[config.mk]
export PLATFORM = sky130hd
export DESIGN_NAME = rst_release_seq
export DESIGN_NICKNAME = d
export VERILOG_FILES = /design/src/rtl/rst_release_seq.sv
export SDC_FILE = /design/constraint.sdc
export NUM_CORES = 1
export LEC_CHECK = 0
export ABC_CLOCK_PERIOD_IN_PS = 4000
export BUFFER_PORTS_ARGS = -buffer_cell sky130_fd_sc_hd__buf_2
export CAP_MARGIN = 15
export CELL_PAD_IN_SITES_DETAIL_PLACEMENT = 1
export CELL_PAD_IN_SITES_GLOBAL_PLACEMENT = 1
export CORE_AREA = 2 2 79 81
export DETAILED_ROUTE_END_ITERATION = 12
export DIE_AREA = 0 0 81 83
export PLACE_DENSITY = 0.54
export SLEW_MARGIN = 10
export SYNTH_ARGS = -nofsm -noshare
export SYNTH_HDL_FRONTEND = slang
export SYNTH_SLANG_ARGS = --single-unit
export TNS_END_PERCENT = 100
[constraint.sdc]
create_clock -name CLK -period 4 [get_ports CLK]
set_input_delay 0.2 -clock CLK [delete_from_list [all_inputs] [get_ports CLK]]
set_output_delay 0.2 -clock CLK [all_outputs]
set_load 0.01 [all_outputs]
[src/rtl/rst_release_seq.sv]
// Reset release sequencer: synchronises RESETN deassertion, then releases
// NUM_DOMAINS resets in order with a delay and ready handshake between stages.
// Optional ready timeout is enabled by defining RST_SEQ_TIMEOUT_EN.
module rst_release_seq #(
  parameter int NUM_DOMAINS = 4,
  parameter int SYNC_STAGES = 2,
  parameter int DLY_W       = 8,
  parameter int TIMEOUT_CYC = 255,
  localparam int IDX_W      = (NUM_DOMAINS > 1) ? $clog2(NUM_DOMAINS) : 1
) (
  input  logic                   CLK,
  input  logic                   RESETN,
  input  logic                   sw_rst_req,
  input  logic [DLY_W-1:0]       stage_dly,
  input  logic [NUM_DOMAINS-1:0] dom_ready,
  output logic [NUM_DOMAINS-1:0] dom_rst_n,
  output logic [IDX_W-1:0]       cur_dom,
  output logic                   busy,
  output logic                   seq_done,
  output logic                   timeout_err
);

  // state      | meaning
  // HOLD       | all domains in reset, waiting for rst_sync and no sw request
  // DELAY      | counting down the inter-stage delay before releasing idx
  // WAIT_READY | domain idx released, waiting for dom_ready[idx]
  // DONE       | every domain released
  localparam logic [1:0] ST_HOLD  = 2'd0;
  localparam logic [1:0] ST_DELAY = 2'd1;
  localparam logic [1:0] ST_WAIT  = 2'd2;
  localparam logic [1:0] ST_DONE  = 2'd3;

  localparam logic [IDX_W-1:0] LAST_IDX = IDX_W'(NUM_DOMAINS - 1);

  logic [SYNC_STAGES-1:0] sync_q;
  logic                   rst_sync;
  logic [1:0]             state;
  logic [IDX_W-1:0]       idx;
  logic [DLY_W-1:0]       cnt;
  logic [DLY_W-1:0]       dly_load;
  logic                   ready_sel;
  logic                   timeout_hit;
  logic                   advance;

  always_ff @(posedge CLK or negedge RESETN) begin
    if (!RESETN) begin
      sync_q <= '0;
    end else begin
      sync_q <= {sync_q[SYNC_STAGES-2:0], 1'b1};
    end
  end

  assign rst_sync = sync_q[SYNC_STAGES-1];

  // A delay of zero is treated as one cycle in DELAY.
  assign dly_load  = (stage_dly == '0) ? '0 : stage_dly - 1'b1;
  assign ready_sel = dom_ready[idx];
  assign advance   = ready_sel | timeout_hit;

`ifdef RST_SEQ_TIMEOUT_EN
  localparam int TO_W = (TIMEOUT_CYC > 1) ? $clog2(TIMEOUT_CYC) : 1;
  localparam logic [TO_W-1:0] TO_LAST = TO_W'(TIMEOUT_CYC - 1);

  logic [TO_W-1:0] wait_cnt;

  assign timeout_hit = (state == ST_WAIT) && (wait_cnt == TO_LAST);

  always_ff @(posedge CLK or negedge RESETN) begin
    if (!RESETN) begin
      wait_cnt <= '0;
    end else if (sw_rst_req || (state != ST_WAIT) || advance) begin
      wait_cnt <= '0;
    end else begin
      wait_cnt <= wait_cnt + 1'b1;
    end
  end

  always_ff @(posedge CLK or negedge RESETN) begin
    if (!RESETN) begin
      timeout_err <= 1'b0;
    end else if (sw_rst_req) begin
      timeout_err <= 1'b0;
    end else if (timeout_hit && !ready_sel) begin
      timeout_err <= 1'b1;
    end
  end
`else
  logic unused_timeout_cfg;

  assign unused_timeout_cfg = (TIMEOUT_CYC != 0);
  assign timeout_hit        = 1'b0;
  assign timeout_err        = 1'b0;
`endif

  always_ff @(posedge CLK or negedge RESETN) begin
    if (!RESETN) begin
      state     <= ST_HOLD;
      idx       <= '0;
      cnt       <= '0;
      dom_rst_n <= '0;
    end else if (sw_rst_req) begin
      state     <= ST_HOLD;
      idx       <= '0;
      cnt       <= '0;
      dom_rst_n <= '0;
    end else begin
      case (state)
        ST_HOLD: begin
          idx       <= '0;
          dom_rst_n <= '0;
          if (rst_sync) begin
            cnt   <= dly_load;
            state <= ST_DELAY;
          end
        end
        ST_DELAY: begin
          if (cnt == '0) begin
            dom_rst_n[idx] <= 1'b1;
            state          <= ST_WAIT;
          end else begin
            cnt <= cnt - 1'b1;
          end
        end
        ST_WAIT: begin
          if (advance) begin
            if (idx == LAST_IDX) begin
              state <= ST_DONE;
            end else begin
              idx   <= idx + 1'b1;
              cnt   <= dly_load;
              state <= ST_DELAY;
            end
          end
        end
        ST_DONE: begin
          dom_rst_n <= '1;
        end
        default: begin
          state <= ST_HOLD;
        end
      endcase
    end
  end

  assign cur_dom  = idx;
  assign busy     = (state != ST_DONE);
  assign seq_done = (state == ST_DONE);

endmodule
==> reports/summary.json, run 1 <==
{
  "post-route-drc-count": 0,
  "clockRootBuffer": "sky130_fd_sc_hd__clkbuf_8",
  "synthesis_warning_total": 0,
  "ctsLongestPathBuffers": 2,
  "clock-sinks": 18,
  "htreeDepth": 1,
  "rows": 28,
  "clock_latency_ns": 0.26,
  "vias_cell": 4.91,
  "first_global_vias": 1339,
  "finalMaxSlewViolations": 0,
  "relSlewSlack_pct": 48.1,
  "crit_start": "state[1]$_DFFE_PN0P_",
  "drt_first_pass_iters": 4,
  "reg2reg_setup_slack_ns": 1.57,
  "design.portCount": 24,
  "cp-start-kind": "flip-flop",
  "syn_inst_count": 167,
  "diodes_inserted": 0,
  "period_needed_ns": 2.43,
  "critical_path_peak_fanout": 20,
  "cellPowerDensity_nw_per_um2": 372,
  "synthesis.nets": 194,
  "gr-usage-met1_pct": 16.8,
  "leftover_overflow_at_the_end_of_global_routing": 0,
  "area_growth_pct": 16.0,
  "maxCapViolations": 0,
  "routed_wirelength_um": 3870,
  "worst_case_reg_to_reg_path_depth": 7,
  "regToRegStartpoint": "state[1]$_DFFE_PN0P_",
  "avgRoutedWirePerCell_um": 14.8,
  "fin_setup_tns_ns": 0,
  "initial_utilization_pct": 24.7,
  "critPathArrivalTime_ns": 2.58,
  "setup_viol_count_final": 0,
  "antenna_found_initial": 0,
  "global_route.peak_usage_layer": "met2",
  "synth_top_area_cells": "sky130_fd_sc_hd__dfrtp_1, sky130_fd_sc_hd__ha_1, sky130_fd_sc_hd__inv_1",
  "number_of_library_cell_types_mapped_by_synthesis": 47,
  "die_height_um": 83,
  "async_flop_share_pct": 100,
  "post-cts-setup-buffers": 0,
  "power.ir.vdd_worst_mv": 0.127,
  "fp.dieArea_um2": 6720,
  "synth_area_um2": 1430,
  "grtUsageMet2_pct": 19.4,
  "synth_enable_flop_cells": 0,
  "fill_count": 736,
  "grt_util_all_layers_pct": 12.1,
  "result_of_the_run": "finished, final reports clean",
  "place.gp.congestion": 0.751,
  "postSynthAreaPerCell_um2": 8.59,
  "placedCellCount": 257,
  "critical_path_class": "reg2reg",
  "std_cell_core_area_um2": 5820,
  "first_iter_violations": 62,
  "grt_start_max_net_pins": 21,
  "detailroute.via_count": 1286,
  "final_hold_violations": 0,
  "cp.required_ns": 4.16,
  "endpoint_of_the_most_critical_register_to_register_path": "dom_rst_n[2]$_DFFE_PN0P_",
  "final_layout_size_suffix_gt1_share_pct": 17.6,
  "grt_pass1_wl_um": 6450,
  "worst_setup_ep_type": "flip-flop",
  "yosys_register_bits": 18,
  "p_leak_nw": 0.747,
  "top_flip_flop_cell_by_instance_count_after_synthesis": "sky130_fd_sc_hd__dfrtp_1",
  "cts.reportedPaths.clkPinSlew_ns": 0.08,
  "hpwlAfterDp_um": 2920,
  "cts_buffers": 3,
  "tritoncts": "yes",
  "timing.final.crit_share_pct": 60.7,
  "portBuffers": 22,
  "global_route.usage.met3_pct": 1.63,
  "synth_top_cell_by_area": "sky130_fd_sc_hd__dfrtp_1",
  "ys_seq_area_share_pct": 31.4,
  "worst_pin_slew_ns": 0.778,
  "worst_hold_path_type": "reg2reg",
  "die_w_um": 81,
  "clock_skew_ns": 0.00677,
  "unrepaired_setup_endpoints_after_global_routing": "no",
  "antenna_violating_nets_post_route": 0,
  "final_nets": 215,
  "timing.fmax_mhz": 412,
  "layout.cells.non_filler": 262,
  "crit_end": "dom_rst_n[2]$_DFFE_PN0P_",
  "synth_largest_type_area_fraction_pct": 31.4
}
[flip-flops by register name (all words and copies together), names as in the netlist]
signal	cells
cur_dom	2
dom_rst_n	4
sync_q	2
state	2
cnt	8
[stage by stage]
step	worst slack (ns)	power, mW	cell area, um2	hold WS, ns	util (%)
2_1_floorplan	2.23	0.405	1430	-0.0956	-
3_3_place_gp	1.71	0.469	1600	0.179	27.5
3_5_place_dp	1.59	0.467	1600	0.188	27.5
4_1_cts	1.59	0.630	1660	0.350	28.6
5_1_grt	1.35	0.673	1660	0.360	28.6
6_report	1.57	0.619	1660	0.351	28.6
[layout make-up]
cell class              count  area, um2  area share [%]
inverters                  19       71.3            4.29
well taps                  75       93.8            5.64
clock buffers               4       55.1            3.31
flip-flops and latches     18        450            27.1
multi-input cells         123        872            52.4
repair buffers             23        120            7.22
[worst max-delay path: stages, from the launching register on]
cell,delay [ns]
sky130_fd_sc_hd__dfrtp_1,0.40
sky130_fd_sc_hd__inv_1,0.10
sky130_fd_sc_hd__ha_1,0.67
sky130_fd_sc_hd__inv_1,0.31
sky130_fd_sc_hd__a31oi_1,0.27
sky130_fd_sc_hd__o21a_1,0.24
sky130_fd_sc_hd__nor2_1,0.07
sky130_fd_sc_hd__o221a_2,0.26
[kinds of logic (layout without fill, tap and decap cells)]
group,Yosys count,count (layout),share of synthesized area [%]
fa+ha+maj,12,12,10.5
compound gates,49,49,24.6
buf+inv,26,46,7.77
other cells,2,2,0.524
mux,4,4,3.66
xor+xnor,4,4,2.44
simple gates,52,52,19.1
flops,18,18,31.4
[worst min path at each step]
| stage | startpoint | to | cells after the start |
|---|---|---|---|
| 2_1_floorplan | RESETN | cnt[0]$_DFFE_PN0P_ | 0 |
| 3_3_place_gp | RESETN | sync_q[0]$_DFF_PN0_ | 1 |
| 3_5_place_dp | RESETN | state[1]$_DFFE_PN0P_ | 1 |
| 4_1_cts | sw_rst_req | cur_dom[1]$_DFFE_PN0P_ | 2 |
| 5_1_grt | sync_q[0]$_DFF_PN0_ | sync_q[1]$_DFF_PN0_ | 0 |
| 6_report | sync_q[0]$_DFF_PN0_ | sync_q[1]$_DFF_PN0_ | 0 |
[layout by cell type, fill, tap and decap left out, types with 2 or more instances in the layout]
cell,synthesis,layout
sky130_fd_sc_hd__a211oi_1,2,2
sky130_fd_sc_hd__a21oi_1,11,11
sky130_fd_sc_hd__a221oi_1,5,5
sky130_fd_sc_hd__a22o_1,2,2
sky130_fd_sc_hd__a31oi_1,3,3
sky130_fd_sc_hd__buf_2,1,22
sky130_fd_sc_hd__clkbuf_8,0,4
sky130_fd_sc_hd__conb_1,2,2
sky130_fd_sc_hd__dfrtp_1,18,18
sky130_fd_sc_hd__ha_1,12,12
sky130_fd_sc_hd__inv_1,19,19
sky130_fd_sc_hd__mux2i_1,3,3
sky130_fd_sc_hd__nand2_1,12,12
sky130_fd_sc_hd__nand2b_1,2,2
sky130_fd_sc_hd__nand3_1,7,7
sky130_fd_sc_hd__nand4_1,3,3
sky130_fd_sc_hd__nor2_1,12,12
sky130_fd_sc_hd__nor3_1,7,7
sky130_fd_sc_hd__o21a_1,2,2
sky130_fd_sc_hd__o21ai_0,6,6
sky130_fd_sc_hd__o21ai_1,2,2
sky130_fd_sc_hd__o21bai_1,2,2
sky130_fd_sc_hd__o31ai_1,5,5
sky130_fd_sc_hd__or3_1,2,2
sky130_fd_sc_hd__xnor2_1,2,2
sky130_fd_sc_hd__xor2_1,2,2
[layer usage]
layer | share of wire (%) | vias up
met4 | 1.2 | 0
li1 | - | 636
met3 | 2.5 | 5
met2 | 47 | 20
met1 | 49 | 625
met5 | 0 | -
[report_power, final]
part / internal [mW] / leakage (nW) / switching [mW]
Sequential: 0.206 / 0.236 / 0.0330
Combinational: 0.0886 / 0.483 / 0.134
Clock: 0.0877 / 0.0288 / 0.0696
[synthesized netlist by cell type (all sizes together), types with 4 or more instances]
cell type	n
o21ai	8
dfrtp	18
a221oi	5
o31ai	5
nand2	12
nand4	4
nand3	7
inv	19
a21oi	11
buf	4
nor3	7
a31oi	4
nor2	12
ha	12
[what timing repair did]
action                    in CTS  in global routing
hold endpoints to repair      18                  0
hold buffers                   1                  0
resized for setup              0                  0
Power figures use the tool's default switching activity.
==> run 2: changes to the inputs <==
ABC_AREA = 1   (was default)
ABC_CLOCK_PERIOD_IN_PS = 2300   (was 4000)
CORE_AREA = 2 2 80 82   (was 2 2 79 81)
DIE_AREA = 0 0 82 84   (was 0 0 81 83)
PLACE_DENSITY = 0.56   (was 0.54)
clock period = 2.3 ns   (was 4 ns; I/O delays follow)
==> run 2 against run 1 <==
  * Sequential share of layout area fell by 0.48 points
  * Via count rose by 8.3%
  * Setup slack got worse by 1.1 ns
  * Die area rose by 2.5%
  * Power rose by 150%
  * Sequential power rose by 100%
  * First-iteration DRC count fell by 11%
==> reports/summary.json, run 2 <==
{
  "finish.utilization_pct": 27.8,
  "grt_util_all_layers_pct": 13.0,
  "yosys_register_bits": 18,
  "detailroute.via_count": 1393,
  "setup_viol_count_final": 0,
  "rows": 29,
  "fin_hold_ws_ns": 0.291,
  "portBuffers": 22,
  "ctsLongestPathBuffers": 2,
  "clock_latency_ns": 0.26,
  "syn_inst_count": 219,
  "leftover_overflow_at_the_end_of_global_routing": 0,
  "largest_family_of_logic_cells_by_synthesized_area": "simple AND/OR/NAND/NOR gates",
  "synthesis_warning_total": 0,
  "antenna_found_initial": 0,
  "first_iter_violations": 55,
  "place.gp.congestion": 0.727,
  "final_layout_size_suffix_gt1_share_pct": 17.4,
  "synth_top_cell_by_area": "sky130_fd_sc_hd__dfrtp_1",
  "antenna_violating_nets_post_route": 0,
  "die_w_um": 82,
  "post-route-drc-count": 0,
  "critical_path_class": "reg2reg",
  "synth_largest_type_area_fraction_pct": 30.9,
  "synth_enable_flop_cells": 0,
  "reg2reg_setup_slack_ns": 0.51,
  "swShare_pct": 48.8,
  "grt_pass1_wl_um": 6970,
  "switchingPower_mw": 0.749,
  "timing.final.crit_share_pct": 77.8,
  "layout.cells.most_common_list": "sky130_fd_sc_hd__nand2_1, sky130_fd_sc_hd__nand3_1, sky130_fd_sc_hd__inv_1",
  "tritoncts": "yes",
  "p_seq_share_pct": 31.8,
  "synth.most_common_cell": "sky130_fd_sc_hd__nand2_1",
  "dp_slack_ns": 0.516,
  "maxCapViolations": 0,
  "synthesis.nets": 246,
  "top_flip_flop_cell_by_instance_count_after_synthesis": "sky130_fd_sc_hd__dfrtp_1",
  "fin_setup_tns_ns": 0,
  "area_growth_pct": 16.1,
  "simple_gate_share_of_the_synthesized_area_pct": 38.5,
  "p_leak_nw": 0.903,
  "final_common_cell": "sky130_fd_sc_hd__nand2_1",
  "worst_hold_path.num_cells": 6,
  "clockRootBuffer": "sky130_fd_sc_hd__clkbuf_8",
  "final_nets": 271,
  "worst_hold_path_type": "in2reg",
  "number_of_library_cell_types_mapped_by_synthesis": 24,
  "drt_first_pass_iters": 4,
  "clock-sinks": 18,
  "power.ir.vdd_worst_mv": 0.224,
  "synth_compound_area_share_pct": 9.44,
  "finalWorstSetupSlack_ns": 0.510,
  "yosys.area_share.xor_xnor_pct": 0.601,
  "clock_power_share_pct": 14.6,
  "async_flop_share_pct": 100,
  "hpwlAfterDp_um": 3180,
  "fp.dieArea_um2": 6890,
  "largest_registers": "cnt x8, dom_rst_n x4",
  "flip_flop_count_of_the_largest_register_after_layout": 8,
  "finalMaxSlewViolations": 0,
  "synth_top_area_cells": "sky130_fd_sc_hd__dfrtp_1, sky130_fd_sc_hd__nand2_1, sky130_fd_sc_hd__ha_1",
  "top_register": "cnt",
  "design.portCount": 24,
  "synth_area_um2": 1460,
  "worst_setup_ep_type": "flip-flop",
  "std_cell_core_area_um2": 6100,
  "power.combinational.fraction_pct": 53.6,
  "cp-start-kind": "flip-flop",
  "first_global_vias": 1479,
  "cts_buffers": 3,
  "synth_mux_area_share_pct": 0,
  "unrepaired_setup_endpoints_after_global_routing": "no",
  "ys_seq_area_share_pct": 30.9,
  "grt_start_max_net_pins": 19,
  "cp.required_ns": 2.43,
  "final_hold_violations": 0,
  "critical_path_peak_fanout": 11,
  "worst_case_reg_to_reg_path_depth": 7,
  "p_int_mw": 0.787,
  "critPathArrivalTime_ns": 1.92,
  "synth_adder_area_share_pct": 10.3,
  "synth.cells.most_frequent": "sky130_fd_sc_hd__nand2_1, sky130_fd_sc_hd__nand3_1, sky130_fd_sc_hd__inv_1",
  "diodes_inserted": 0,
  "die_height_um": 84,
  "avgRoutedWirePerCell_um": 12.4,
  "result_of_the_run": "finished, final reports clean",
  "timing.fmax_mhz": 559,
  "postSynthAreaPerCell_um2": 6.66,
  "period_needed_ns": 1.79,
  "cts.reportedPaths.clkPinSlew_ns": 0.07,
  "cellPowerDensity_nw_per_um2": 908,
  "htreeDepth": 1,
  "initial_utilization_pct": 23.9,
  "clock_skew_ns": 0.00524,
  "routed_wirelength_um": 3970,
  "vias_cell": 4.37,
  "cts_resized": 0
}
## run 2: changes by cell type after synthesis, moves of 7 or more
cell,previous run,this run
sky130_fd_sc_hd__a21oi_1,11,3
sky130_fd_sc_hd__inv_1,19,27
sky130_fd_sc_hd__nand2_1,12,69
sky130_fd_sc_hd__nor3_1,7,0
sky130_fd_sc_hd__nand3_1,7,28
sky130_fd_sc_hd__o21ai_0,6,16
## run 2: layer usage
layer | wire [um] | vias to the layer above | GRT usage [%]
met5 | 0 | - | 0
met4 | 24 | 0 | 3.64
met3 | 71 | 2 | 2.60
met2 | 1860 | 8 | 20.8
met1 | 2020 | 651 | 17.6
li1 | - | 732 | -
## run 2: worst paths after layout
path / start / end
max: state[1]$_DFFE_PN0P_ / dom_rst_n[1]$_DFFE_PN0P_
min: stage_dly[5] / cnt[5]$_DFFE_PN0P_
max reg2reg: state[1]$_DFFE_PN0P_ / dom_rst_n[1]$_DFFE_PN0P_
min reg2reg: sync_q[0]$_DFF_PN0_ / sync_q[1]$_DFF_PN0_
max in group asynchronous: RESETN / cnt[2]$_DFFE_PN0P_
min in group asynchronous: RESETN / dom_rst_n[0]$_DFFE_PN0P_
## run 2: area by class of cell
class | instances | area [um2]
Sequential cell | 18 | 450
Inverter | 32 | 120
Tap cell | 77 | 96.3
Multi-Input combinational cell | 166 | 865
Fill cell | 795 | 4400
Clock buffer | 3 | 41.3
Timing Repair Buffer | 23 | 120
## run 2: critical path, cell delays in order, from the launching register on
cell and delay [ns]:
sky130_fd_sc_hd__dfrtp_1 0.41, sky130_fd_sc_hd__inv_1 0.09, sky130_fd_sc_hd__ha_1 0.31, sky130_fd_sc_hd__inv_2 0.16, sky130_fd_sc_hd__nor2_2 0.16, sky130_fd_sc_hd__inv_2 0.09, sky130_fd_sc_hd__o21ai_2 0.30, sky130_fd_sc_hd__o21ai_0 0.14
## run 2: stage by stage
stage	area, um2	total power, mW	cells
finish	1690	1.54	319
global route	1690	1.73	319
CTS	1690	1.57	319
detailed placement	1640	1.33	315
global placement	1640	1.32	315
floorplan	1460	1.11	219
## run 2: kinds of logic after synthesis
kind of cell               count (synthesis)
other                                      2
adders and majority gates                 12
and+or+nand+nor                          125
buffers and inverters                     35
AOI/OAI and AO/OA                         26
xor gates and xnor gates                   1
DFF                                       18
## run 2: power groups by stage
| stage | Sequential (mW) | Combinational (mW) | Clock (mW) |
|---|---|---|---|
| finish | 0.489 | 0.823 | 0.225 |
| global route | 0.506 | 0.968 | 0.253 |
| CTS | 0.491 | 0.837 | 0.246 |
| detailed placement | 0.497 | 0.831 | 0 |
| global placement | 0.493 | 0.829 | 0 |
| floorplan | 0.477 | 0.634 | 0 |
## run 2: repair_timing
| action | 4_1_cts | 5_1_grt |
|---|---|---|
| hold buffers | 1 | 0 |
| endpoints found under the hold margin | 18 | 0 |
| buffers inserted | 0 | 0 |
==> run 3: changes to the inputs <==
ABC_AREA = 0   (was 1)
ABC_CLOCK_PERIOD_IN_PS = 1500   (was 2300)
CORE_AREA = 2 2 79 81   (was 2 2 80 82)
DIE_AREA = 0 0 81 83   (was 0 0 82 84)
clock period = 1.5 ns   (was 2.3 ns; I/O delays follow)
==> run 3 against run 2 <==
  * The flow now finishes with violations (negative setup slack)
  * Critical path type unchanged
  * Core utilization is 12 points higher
  * Highest routed layer unchanged
  * Non-clock buffer count grew 53
  * Critical path depth rose by 1
  * Combinational power rose by 37%
  * First-iteration DRC count up 3.6%
==> reports/summary.json, run 3 (synthesis results as in run 1) <==
{
  "regToRegStartpoint": "cur_dom[0]$_DFFE_PN0P_",
  "critical_path_peak_fanout": 8,
  "worst_hold_path.num_cells": 5,
  "post-route-drc-count": 0,
  "swShare_pct": 38.1,
  "rows": 28,
  "setup_viol_count_final": 16,
  "worst_hold_path_type": "in2reg",
  "cellPowerDensity_nw_per_um2": 897,
  "worst_case_reg_to_reg_path_depth": 8,
  "top_register": "cnt",
  "first_iter_violations": 57,
  "grt_start_max_net_pins": 19,
  "reg2reg_setup_slack_ns": -0.24,
  "largest_registers": "cnt x8, dom_rst_n x4",
  "drt_first_pass_iters": 4,
  "clock_latency_ns": 0.25,
  "min_to": "cnt[0]$_DFFE_PN0P_",
  "clock-sinks": 18,
  "switchingPower_mw": 0.795,
  "fin_setup_tns_ns": -2.43,
  "unrepaired_setup_endpoints_after_global_routing": "yes",
  "detailroute.via_count": 1507,
  "final_hold_violations": 0,
  "endpoint_of_the_most_critical_register_to_register_path": "cnt[0]$_DFFE_PN0P_",
  "layout.cells.most_common_list": "sky130_fd_sc_hd__buf_4, sky130_fd_sc_hd__buf_2, sky130_fd_sc_hd__dfrtp_1",
  "clockRootBuffer": "sky130_fd_sc_hd__clkbuf_8",
  "timing.fmax_mhz": 576,
  "portBuffers": 22,
  "clock_skew_ns": 0.000639,
  "timing.final.crit_share_pct": 116,
  "violations": "negative setup slack",
  "tritoncts": "yes",
  "clock_power_share_pct": 16.7,
  "maxCapViolations": 0,
  "hpwlAfterDp_um": 3420,
  "final_nets": 268,
  "flip_flop_count_of_the_largest_register_after_layout": 8,
  "diodes_inserted": 0,
  "grt_util_all_layers_pct": 14.0,
  "worst_setup_ep_type": "flip-flop",
  "routed_wirelength_um": 4640,
  "grt_pass1_wl_um": 7490,
  "die_w_um": 81,
  "area_growth_pct": 62.3,
  "dp_slack_ns": -0.263,
  "fin_hold_ws_ns": 0.267,
  "result_of_the_run": "complete, but fails checks",
  "critical_path_class": "reg2reg",
  "vias_cell": 4.78,
  "finalMaxSlewViolations": 0,
  "fp.dieArea_um2": 6720,
  "critPathArrivalTime_ns": 1.86,
  "final_common_cell": "sky130_fd_sc_hd__buf_4",
  "layout.cells.non_filler": 315,
  "period_needed_ns": 1.74,
  "std_cell_core_area_um2": 5820,
  "first_global_vias": 1524,
  "cp.required_ns": 1.63,
  "cts_buffers": 3,
  "avgRoutedWirePerCell_um": 14.7,
  "ctsLongestPathBuffers": 2,
  "fill_count": 710,
  "cp-start-kind": "flip-flop",
  "power.ir.vdd_worst_mv": 0.404,
  "die_height_um": 83,
  "power.combinational.fraction_pct": 53.9,
  "hold_path_startpoint": "stage_dly[0]",
  "p_leak_nw": 1.04,
  "placedCellCount": 302,
  "leftover_overflow_at_the_end_of_global_routing": 0,
  "final_layout_size_suffix_gt1_share_pct": 48.8,
  "finalWorstSetupSlack_ns": -0.237,
  "htreeDepth": 1,
  "design.portCount": 24,
  "antenna_violating_nets_post_route": 0,
  "p_int_mw": 1.29,
  "antenna_found_initial": 0,
  "total_power_of_the_final_layout_mw": 2.09,
  "p_seq_share_pct": 29.4,
  "initial_utilization_pct": 24.7,
  "place.gp.congestion": 0.764,
  "cts.reportedPaths.clkPinSlew_ns": 0.07
}
run 3: cell types whose count changed in the layout (fill, tap and decap cells not counted), sizes merged, moves of 3 or more:
cell	previous run	this run
nand2	72	12
buf	22	75
nand3	30	7
inv	32	19
o21ai	21	8
nor2	21	12
a21oi	3	11
nor3	0	7
a221oi	0	5
o31ai	0	5
a31oi	1	4
mux2i	0	3
nand4	1	4
run 3: worst max-delay path by stage:
stage / startpoint / endpoint / depth (start not counted) / slack [ns]
after floorplan: cur_dom[1]$_DFFE_PN0P_ / cnt[0]$_DFFE_PN0P_ / 7 / -0.15
after global placement: cur_dom[0]$_DFFE_PN0P_ / cnt[7]$_DFFE_PN0P_ / 6 / -0.24
after detailed placement: cur_dom[0]$_DFFE_PN0P_ / cnt[7]$_DFFE_PN0P_ / 6 / -0.26
after CTS: cur_dom[1]$_DFFE_PN0P_ / cnt[2]$_DFFE_PN0P_ / 7 / -0.20
after global routing: cur_dom[0]$_DFFE_PN0P_ / cnt[0]$_DFFE_PN0P_ / 8 / -0.31
final: cur_dom[0]$_DFFE_PN0P_ / cnt[0]$_DFFE_PN0P_ / 8 / -0.24
run 3: worst max-delay path, stage by stage, from the launching register on:
cell	delay, ns
sky130_fd_sc_hd__dfrtp_2	0.44
sky130_fd_sc_hd__ha_4	0.17
sky130_fd_sc_hd__or2_4	0.24
sky130_fd_sc_hd__o221ai_4	0.16
sky130_fd_sc_hd__a31oi_4	0.13
sky130_fd_sc_hd__buf_12	0.16
sky130_fd_sc_hd__buf_6	0.12
sky130_fd_sc_hd__o21ai_2	0.12
sky130_fd_sc_hd__o31ai_2	0.08
run 3: layer usage:
metal / vias to the layer above / wire length, um / GRT usage, %
li1: 747 / - / -
met1: 747 / 2290 / 20.1
met2: 11 / 2220 / 21.8
met3: 2 / 94 / 2.61
met4: 0 / 32 / 2.77
met5: - / 0 / 0
run 3: layout make-up:
cell class              instances  area [um2]  area share (%)
clock buffers                   4        45.0            1.94
inverters                      19        78.8            3.39
multi-input cells             123        1100            47.2
flip-flops and latches         18         453            19.5
well taps                      75        93.8            4.03
repair buffers                 76         559            24.0
run 3: power by group through the flow:
stage                     sequential [mW]  clock (mW)  combinational, mW
after floorplan                     0.630           0              0.474
after detailed placement            0.619           0              0.889
after global placement              0.616           0              0.890
final                               0.613       0.350               1.13
after global routing                0.622       0.391               1.23
after CTS                           0.613       0.366              0.972
run 3: per-stage QoR:
step	instance area (um2)	util, %
global route	2330	40.0
CTS	2160	37.1
floorplan	1520	-
detailed placement	2000	34.5
finish	2330	40.0
global placement	2000	34.5
run 3: what timing repair did:
action,in CTS,in global routing
hold buffers,1,0
setup endpoints to repair,17,17
gates resized for setup,16,24
endpoints found under the hold margin,18,0
pin swaps,6,12
buffers inserted,5,3
